File: src/rtl/bcd_to_bin_seq.sv
// bcd_to_bin_seq: sequential BCD-to-binary converter (reverse double dabble).
// One scratch bit is shifted per clock. A start/busy/valid handshake allows
// one conversion in flight.
//
// Ports:
//   clk     rising-edge clock
//   rst     asynchronous active-high reset
//   start   conversion request, sampled only in IDLE
//   bcdin   DIGITS x 4-bit digits, bcdin[0] = least significant digit
//   busy    high during SHIFT and DONE
//   valid   one-cycle pulse: binout/err updated this cycle
//   binout  converted value, held until the next valid
//   err     invalid-digit flag, qualified by valid
//
// Optional feature macro: BCD_DIGIT_CHECK_EN. When it is defined, a digit
// greater than 9 forces err=1 and binout=0. When it is undefined, err is
// tied to 0.
module bcd_to_bin_seq #(
   parameter int unsigned DIGITS = 4,
   parameter int unsigned WIDTH  = 14
) (
   input  logic             clk,
   input  logic             rst,
   input  logic             start,
   input  logic [3:0]       bcdin [DIGITS],
   output logic             busy,
   output logic             valid,
   output logic [WIDTH-1:0] binout,
   output logic             err
);

   localparam int unsigned BCDW = DIGITS * 4;
   localparam int unsigned SW   = BCDW + WIDTH;
   localparam int unsigned CW   = $clog2(WIDTH + 1);

   typedef enum logic [1:0] {
      IDLE  = 2'd0,
      SHIFT = 2'd1,
      DONE  = 2'd2
   } state_t;

   state_t          state;
   state_t          next_state;
   logic [SW-1:0]   scratch;
   logic [CW-1:0]   count;
   logic            load_c;
   logic            shift_c;
   logic            last_c;
   logic [BCDW-1:0] bcd_packed_c;
   logic [SW-1:0]   shifted_c;
   logic [SW-1:0]   corrected_c;

   // State register
   always_ff @(posedge clk or posedge rst) begin
      if (rst) state <= IDLE;
      else     state <= next_state;
   end

   // Next-state logic
   always_comb begin
      next_state = state;
      case (state)
         IDLE:    if (start)  next_state = SHIFT;
         SHIFT:   if (last_c) next_state = DONE;
         DONE:    next_state = IDLE;
         default: next_state = IDLE;
      endcase
   end

   // Datapath control decode
   always_comb begin
      load_c  = 1'b0;
      shift_c = 1'b0;
      last_c  = 1'b0;
      case (state)
         IDLE:  load_c = start;
         SHIFT: begin
            shift_c = 1'b1;
            last_c  = (count == CW'(WIDTH - 1));
         end
         default: ;
      endcase
   end

   // Pack the digit array; digit 0 occupies the low nibble
   always_comb begin
      bcd_packed_c = '0;
      for (int i = 0; i < int'(DIGITS); i++) begin
         bcd_packed_c[4*i +: 4] = bcdin[i];
      end
   end

   // One reverse-double-dabble step. The shift is followed by a nibble-local
   // correction of -3 on each digit that is >= 8. No borrow crosses digits.
   always_comb begin
      shifted_c   = scratch >> 1;
      corrected_c = shifted_c;
      for (int i = 0; i < int'(DIGITS); i++) begin
         if (shifted_c[WIDTH + 4*i +: 4] >= 4'd8) begin
            corrected_c[WIDTH + 4*i +: 4] = shifted_c[WIDTH + 4*i +: 4] - 4'd3;
         end
      end
   end

`ifdef BCD_DIGIT_CHECK_EN
   logic bad_c;
   logic err_lat;

   // Flag any digit above 9 at load time
   always_comb begin
      bad_c = 1'b0;
      for (int i = 0; i < int'(DIGITS); i++) begin
         if (bcdin[i] > 4'd9) bad_c = 1'b1;
      end
   end

   // Datapath, handshake and result registers (digit-check build)
   always_ff @(posedge clk or posedge rst) begin
      if (rst) begin
         busy    <= 1'b0;
         valid   <= 1'b0;
         binout  <= '0;
         err     <= 1'b0;
         err_lat <= 1'b0;
         scratch <= '0;
         count   <= '0;
      end else begin
         busy  <= (next_state != IDLE);
         valid <= (next_state == DONE);
         if (load_c) begin
            scratch <= {bcd_packed_c, WIDTH'(0)};
            count   <= '0;
            err_lat <= bad_c;
         end else if (shift_c) begin
            scratch <= corrected_c;
            count   <= count + CW'(1);
            if (last_c) begin
               err    <= err_lat;
               binout <= err_lat ? WIDTH'(0) : shifted_c[WIDTH-1:0];
            end
         end
      end
   end
`else
   assign err = 1'b0;

   // Datapath, handshake and result registers
   always_ff @(posedge clk or posedge rst) begin
      if (rst) begin
         busy    <= 1'b0;
         valid   <= 1'b0;
         binout  <= '0;
         scratch <= '0;
         count   <= '0;
      end else begin
         busy  <= (next_state != IDLE);
         valid <= (next_state == DONE);
         if (load_c) begin
            scratch <= {bcd_packed_c, WIDTH'(0)};
            count   <= '0;
         end else if (shift_c) begin
            scratch <= corrected_c;
            count   <= count + CW'(1);
            if (last_c) binout <= shifted_c[WIDTH-1:0];
         end
      end
   end
`endif

endmodule

File: config.mk
export PLATFORM = sky130hd
export DESIGN_NAME = bcd_to_bin_seq
export DESIGN_NICKNAME = d
export VERILOG_FILES = /design/src/rtl/bcd_to_bin_seq.sv
export SDC_FILE = /design/constraint.sdc
export NUM_CORES = 1
export LEC_CHECK = 0
export BUFFER_PORTS_ARGS = -buffer_cell sky130_fd_sc_hd__buf_4
export CAP_MARGIN = 30
export CORE_MARGIN = 2
export CORE_UTILIZATION = 50
export DETAILED_ROUTE_END_ITERATION = 8
export PLACE_DENSITY = 0.71
export SYNTH_ARGS = -nofsm -noshare
export SYNTH_HDL_FRONTEND = slang
export SYNTH_SLANG_ARGS = --single-unit
File: constraint.sdc
create_clock -name clk -period 3 [get_ports clk]
set_clock_uncertainty 0.2 [all_clocks]
set_input_delay 0.45 -clock clk [delete_from_list [all_inputs] [get_ports clk]]
set_output_delay 0.45 -clock clk [all_outputs]
set_load 0.05 [all_outputs]
Word-level counts from Yosys, hierarchy flattened

Cells that the tools add are included.

Add/subtract/negate cells: 5
Order comparisons: 4
Eq/ne operators: 3
Multiplexer cells: 14
Bitwise operators: 1
Reductions and logical operators: 4

Operators by type and width:

| operator                                                           | count |
|---|---|
| two-way mux 30 bit                                                 | 2 |
| two-way mux 4 bit                                                  | 6 |
| greater-or-equal comparator 4 bit (second input constant)          | 3 |
| subtractor 4 x 2 -> 4 bit (second input constant)                  | 3 |
| adder 4 x 1 -> 4 bit (second input constant)                       | 1 |
| equality test 4 bit (second input constant)                        | 1 |
| greater-or-equal comparator 3 x 4 -> 1 bit (second input constant) | 1 |
| two-way mux 2 bit                                                  | 2 |
| one-hot mux 2 bit (2 select lines)                                 | 1 |
| nonzero test 2 bit                                                 | 2 |
| subtractor 3 x 2 -> 4 bit (second input constant)                  | 1 |
| two-way mux 1 bit                                                  | 3 |
| AND reduction 3 bit                                                | 1 |
| equality test 2 x 1 -> 1 bit (second input constant)               | 1 |
| equality test 2 bit (second input constant)                        | 1 |
| logical NOT 2 bit                                                  | 1 |
| NOT 1 bit                                                          | 1 |

Flip-flop bits (word level): 52
Input port bits: 19
Output and inout bits: 17
Logic and storage cells: 37

Depth between registers and ports, before layout

Gate-level depths: netlist of the first run.

Word-level depth: 5
Depth in mapped cells: 6
Mapped depth without buffers: 5

Worst setup path before layout of the first run

OpenSTA, ideal clock, no wires.

Path type: reg2reg
From: reg count[1]
To: reg binout[1]
Library setup time: 0.125 ns
Arrival time: 1.381 ns
Data required time: 2.675 ns
Setup slack: 1.293 ns
Stages on the path, launching flop included: 7
Buffers on the path: 1
Period minus slack after synthesis: 1.707 ns
Cell sequence: dfrtp_1 inv_1 ha_1 nand3_1 nor2_8 buf_12 mux2_4

Word-level cells in the longest chain between the ends: 3

Ends and longest elaborated chain:

| element                       | RTL line | source |
|---|---|---|
| start, declared               | 45       | `logic [CW-1:0] count;` |
| start signal, assigned        | 163      | `count <= count + CW'(1);` |
| equality test 4 bit           | 79       | `last_c = (count == CW'(WIDTH - 1));` |
| two-way mux 1 bit             | 75       | `case (state)` |
| AND reduction 3 bit (no line) | n/a      |  |
| end signal, assigned          | 164      | `if (last_c) binout <= shifted_c[WIDTH-1:0];` |
| end, declared                 | 28       | `output logic [WIDTH-1:0] binout,` |

No other way between the ends.
A chain may end at the register's enable or synchronous reset.

Final worst setup path of the first run

From: reg count[1]
To: reg binout[13]

Same word-level chain as after synthesis.

==> results of run 1 <==
-- metal layers --
layer / track usage / wire length (um) / share of wire
met2: 0.263 / 1940 / 0.46
met4: 0.0788 / 76 / 0.018
met5: 0 / 0 / 0
met3: 0.0494 / 176 / 0.042
met1: 0.259 / 2020 / 0.48
-- how the worst max path moves through the flow --
| stage | from | end | slack (ps) | cells after the start |
|---|---|---|---|---|
| floorplan | rst | binout[0] | 1120 | 1 |
| CTS | count[1] | binout[13] | 1120 | 5 |
| finish | count[1] | binout[13] | 1140 | 5 |
| detailed placement | count[1] | binout[13] | 1130 | 5 |
| global route | state[1] | scratch[25] | 1050 | 4 |
| global placement | state[1] | scratch[23] | 1190 | 4 |
-- state kept, by name, indices dropped and copies added (netlist names) --
register	count
scratch	29
valid	1
binout	14
state	2
busy	1
count	4
-- through the flow --
stage | hold WS [ps] | power [mW] | util | instances | setup WS, ps
4_1_cts | 128 | 3.24 | 0.590 | 312 | 1120
5_1_grt | 139 | 3.47 | 0.590 | 312 | 1050
2_1_floorplan | 246 | 2.46 | - | 224 | 1120
3_5_place_dp | 258 | 2.81 | 0.566 | 303 | 1130
3_3_place_gp | 264 | 2.76 | 0.566 | 303 | 1190
6_report | 133 | 3.20 | 0.590 | 312 | 1140
-- cell usage after synthesis, drive strengths merged (3+ instances only) --
cell type	number
a22oi	3
o21ai	21
inv	8
buf	14
mux2	14
xnor2	3
o211ai	3
nor2b	3
a31oi	3
nand2	50
nand3	24
nor2	5
xor2	3
o211a	3
ha	8
dfrtp	51
-- kinds of logic after synthesis --
group | count (synthesis) | synth area share
XOR/XNOR | 6 | 0.0218
flip-flops | 51 | 0.528
adder cells (fa/ha/maj) | 8 | 0.0415
AND/OR/NAND/NOR | 88 | 0.176
AO/OA/AOI/OAI | 33 | 0.0855
multiplexers | 15 | 0.0834
other | 1 | 0.00155
buffers and inverters | 22 | 0.0617
-- what timing repair did --
item / 4_1_cts / 5_1_grt
endpoints found under the setup margin: 0 / 0
hold buffers: 1 / 0
endpoints found under the hold margin: 18 / 0
setup buffers: 0 / 0
-- worst max-delay path, cell delays in order, from the launching register on --
cell and delay, ps:
dfrtp_1 420, inv_1 70, ha_1 130, nand3_1 210, nor2_8 340, mux2_2 380
-- layout make-up --
type,instances,share of cell area
multi-input cells,151,0.358
well taps,54,0.0244
inverters,8,0.0109
repair buffers,40,0.109
flip-flops and latches,51,0.461
clock buffers,8,0.0362
-- power breakdown --
group	total, mW	leakage, nW	switching [mW]	internal (mW)
clock network	0.426	0.0515	0.216	0.211
logic	1.50	0.697	0.906	0.595
registers	1.28	0.635	0.269	1.01
==> out/metrics.csv, run 1 <==
stage,metric,value,unit
cells_and_area,Layout area overhead,14.6,%
grt,first-pass GRT wire length,7.45,mm
timing,RSZ-0062 raised after global routing,false,
yosys,Post-synth ARST share,1.00,
detailed_routing,routed wire length,4.22,mm
yosys,syn nets,251,
setup_path,Reg2Reg Launch Point,count[1],
setup_path,Critical Path Fanout Max,15,
cts,number of buffers created by CTS,5,
cells_and_area,"commonest non-fill, non-tap cell in the layout",dfrtp_1,
cts,CTS Root Cell,clkbuf_8,
timing,worst-margin pin slew,543,ps
yosys,sequential share of the synthesized area,0.528,
cells_and_area,# nets final,284,
setup_path,CP arrival,1850,ps
placement,Post-DP HPWL,2.74,mm
setup_path,WP data required,2990,ps
detailed_routing,DRT Pass-1 Iters,4,
yosys,"Top FF cell, synth",dfrtp_1,
cts,Resize count post-CTS,0,
detailed_routing,DR vias/cell,5.20,
setup_path,CP Class,register to register,
grt,initial antenna violation count,0,
yosys,number of synthesized flops with an enable pin,0,
timing,final slew viol count,0,
die,Initial Util,0.515,
yosys,Yosys reg bits,51,
setup_path,Startpoint Class,register,
outcome,status,"complete, no violations",
detailed_routing,antenna-violating nets left,0,
cts,Worst-Skew Late Latency,300,ps
yosys,Yosys cell types,32,
pwr,Power Density,1160,mW/mm^2
worst_hold_path,Hold Path Origin,bcdin[3],
pwr,Max IR drop VDD,0.000484,V
die,I/O pins,36,
worst_hold_path,hold path depth,3,
flow_run,Max Cap Viol,0,
pwr,P_leak,1.38,nW
yosys,Ys Warns,0,
timing,setup violators final,0,
cells_and_area,Ant. Diodes,0,
detailed_routing,detailed-route via count,1622,
cells_and_area,Register Area,0.00128,mm^2
cells_and_area,most frequent cells in the layout,"dfrtp_1, nand2_1, buf_4, nand3_1, o21ai_0",
grt,vias in the first global route,1562,
timing,final period utilization,0.619,
cells_and_area,layout cells sized above 1,0.264,
cells_and_area,design area,0.00277,mm^2
worst_hold_path,"Endpoint, Worst Hold",scratch[29],
worst_hold_path,worst min path class,input pin to register,
yosys,Synth area leader,dfrtp_1,
timing,Hold Fails Final Rpt,0,
placement,Placed Area,0.00266,mm^2
yosys,"Avg Cell Area, Syn",10.8,um^2
grt,largest net degree at the start of global routing,36,
setup_path,Reg2Reg Setup Slack,1140,ps
placement,Buffers on Ports,34,
detailed_routing,drt drc,0,
cts,Clock Pin Slew Worst Setup and Hold Paths,90,ps
die,Die Footprint,0.00540,mm^2
yosys,top-area cell type share of the netlist area,0.528,
cts,H-tree Lvls,2,
detailed_routing,post-DR wirelength/cell,13.5,um
grt,gr usage total,0.183,
timing,Final min period,1860,ps
die,Die Wd,73.5,um
setup_path,type of destination of the critical path,register,
cts,clock sinks,51,
cells_and_area,footprint of the multi-input gates,990,um^2
yosys,post-synthesis cell area,0.00241,mm^2
die,core area,0.00469,mm^2
timing,fmax,538,MHz
cells_and_area,fill cell count,402,
yosys,synth top area cells,"dfrtp_1, nand2_1, mux2_4, nand3_1, ha_1",
die,Chip Height,73.5,um
grt,grt total ovfl,0,
cts,clk buf depth,2,
placement,Final GP Congestion,0.757,
yosys,Synth Instances,224,
setup_path,Reg2Reg Capture Point,binout[13],
cts,CTS tree,yes,
timing,setup_tns,0,ps
detailed_routing,Initial DRC Count,101,
setup_path,cells on worst reg2reg path,5,
die,num rows,25,
timing,Slew headroom,0.638,
Power figures use the tool's default switching activity.
==> run 2, diff against run 1 <==
==> constraint.sdc (replaced) <==
create_clock -name clk -period 1.9 [get_ports clk]
set_clock_uncertainty 0.2 [all_clocks]
set_input_delay 0.285 -clock clk [delete_from_list [all_inputs] [get_ports clk]]
set_output_delay 0.285 -clock clk [all_outputs]
set_load 0.05 [all_outputs]
==> out/metrics.csv, run 2 (synthesis gave the netlist of run 1 again) <==
stage,metric,value,unit
flow_run,Max Cap Viol,0,
grt,gr usage total,0.195,
grt,first-pass GRT wire length,8.02,mm
cts,Worst-Skew Late Latency,300,ps
cells_and_area,largest reg by FF count,scratch,
setup_path,CP max stage delay,410,ps
cts,CTS Root Cell,clkbuf_8,
setup_path,CP arrival,1800,ps
cts,clock sinks,51,
die,I/O pins,36,
detailed_routing,DRT Pass-1 Iters,4,
detailed_routing,Initial DRC Count,134,
setup_path,Critical Path Fanout Max,15,
detailed_routing,antenna-violating nets left,0,
timing,Final min period,1810,ps
setup_path,CP startpoint,count[1],
setup_path,Reg2Reg Launch Point,count[1],
pwr,Max IR drop VDD,0.000853,V
pwr,Clock power frac,0.119,
worst_hold_path,Hold Path Origin,bcdin[12],
pwr,NetSw,2.24,mW
timing,Worst Hold Margin,5.26,ps
cells_and_area,Layout area overhead,20.8,%
cts,number of buffers created by CTS,5,
setup_path,WP data required,1890,ps
detailed_routing,DR vias/cell,5.25,
outcome,status,"complete, no violations",
grt,initial antenna violation count,0,
pwr,Flop pwr share,0.398,
placement,Buffers on Ports,34,
die,Die Footprint,0.00540,mm^2
timing,fmax,553,MHz
timing,final period utilization,0.952,
setup_path,ordered list of cells on the worst path,inv_1 -> ha_1 -> nand3_1 -> nor2_8 -> buf_12 -> mux2_2,
pwr,internal power,2.83,mW
detailed_routing,post-DR wirelength/cell,14.0,um
cells_and_area,"commonest non-fill, non-tap cell in the layout",dfrtp_1,
die,Chip Height,73.5,um
cells_and_area,# nets final,299,
cts,Clock Pin Slew Worst Setup and Hold Paths,90,ps
setup_path,CP Class,register to register,
grt,vias in the first global route,1721,
placement,Post-DP HPWL,2.85,mm
setup_path,crit-path leading delay family,flip-flops,
setup_path,"Slowest-stage cell, CP",dfrtp_1,
grt,grt total ovfl,0,
die,core area,0.00469,mm^2
cells_and_area,Ant. Diodes,0,
die,Die Wd,73.5,um
setup_path,WP buf/inv,2,
setup_path,type of destination of the critical path,register,
pwr,Logic pwr share,0.483,
cts,CTS tree,yes,
pwr,sw frac,0.442,
worst_hold_path,worst min path class,input pin to register,
placement,Placed Area,0.00268,mm^2
pwr,Power Density,1740,mW/mm^2
die,num rows,25,
cells_and_area,most frequent cells in the layout,"dfrtp_1, nand2_1, buf_4, nand3_1, dlygate4sd3_1",
detailed_routing,drt drc,0,
grt,largest net degree at the start of global routing,52,
cts,clk buf depth,2,
cells_and_area,layout cells sized above 1,0.261,
detailed_routing,detailed-route via count,1711,
detailed_routing,routed wire length,4.58,mm
timing,final slew viol count,0,
placement,Final GP Congestion,0.742,
pwr,P_leak,1.45,nW
cts,H-tree Lvls,2,
timing,Hold Fails Final Rpt,0,
cells_and_area,Largest register FFs,29,
setup_path,Startpoint Class,register,
die,Initial Util,0.515,
cells_and_area,largest registers,"scratch (29), binout (14), count (4)",
timing,setup violators final,0,
cells_and_area,design area,0.00292,mm^2
-- run 2: worst paths after layout --
check | to | slack, ps | depth (start not counted)
hold / removal | scratch[14] | 5 | 3
setup reg to reg | binout[11] | 90 | 6
setup / recovery | binout[11] | 90 | 6
min in group asynchronous | binout[7] | 380 | 4
hold reg to reg | count[3] | 290 | 1
max in group asynchronous | scratch[20] | 890 | 4
-- run 2: timing repair --
item / CTS / global route
gates resized for setup: 0 / 0
hold endpoints to repair: 63 / 0
endpoints found under the setup margin: 0 / 14
hold buffers: 13 / 0
buffers inserted: 0 / 1
-- run 2: final cells by class --
type | count | area (um^2)
clock inverters | 2 | 13.8
inverters | 8 | 30.0
multi-input cells | 151 | 990
repair buffers | 55 | 470
well taps | 54 | 67.6
clock buffers | 5 | 68.8
flip-flops and latches | 51 | 1280
fillers | 407 | 1780
-- run 2: power groups by stage --
stage / combinational [mW] / sequential, mW / clock, mW
2_1_floorplan: 1.41 / 2.48 / 0
3_3_place_gp: 2.37 / 2.02 / 0
3_5_place_dp: 2.44 / 2.03 / 0
4_1_cts: 2.46 / 2.02 / 0.622
5_1_grt: 2.72 / 2.10 / 0.671
6_report: 2.45 / 2.02 / 0.602
-- run 2: metal layers --
layer / track usage / vias up / part of all wire
li1: - / 838 / -
met3: 0.0343 / 11 / 0.034
met4: 0.0929 / 0 / 0.026
met5: 0 / - / 0
met1: 0.272 / 827 / 0.46
met2: 0.296 / 35 / 0.48
-- run 2: metrics by stage --
step / TNS (ps) / std cells / worst slack [ps] / power, mW / utilization
after floorplan: 0 / 224 / 185 / 3.88 / -
after global placement: 0 / 305 / 89.6 / 4.39 / 0.572
after detailed placement: 0 / 305 / 36.2 / 4.47 / 0.572
after CTS: 0 / 325 / 33.9 / 5.10 / 0.617
after global routing: -2.72 / 326 / -1.82 / 5.50 / 0.622
final: 0 / 326 / 90.3 / 5.08 / 0.622
-- run 2: worst min-delay path, stage by stage --
cell	delay [ps]
buf_4	80
nand2_1	40
o21ai_1	70
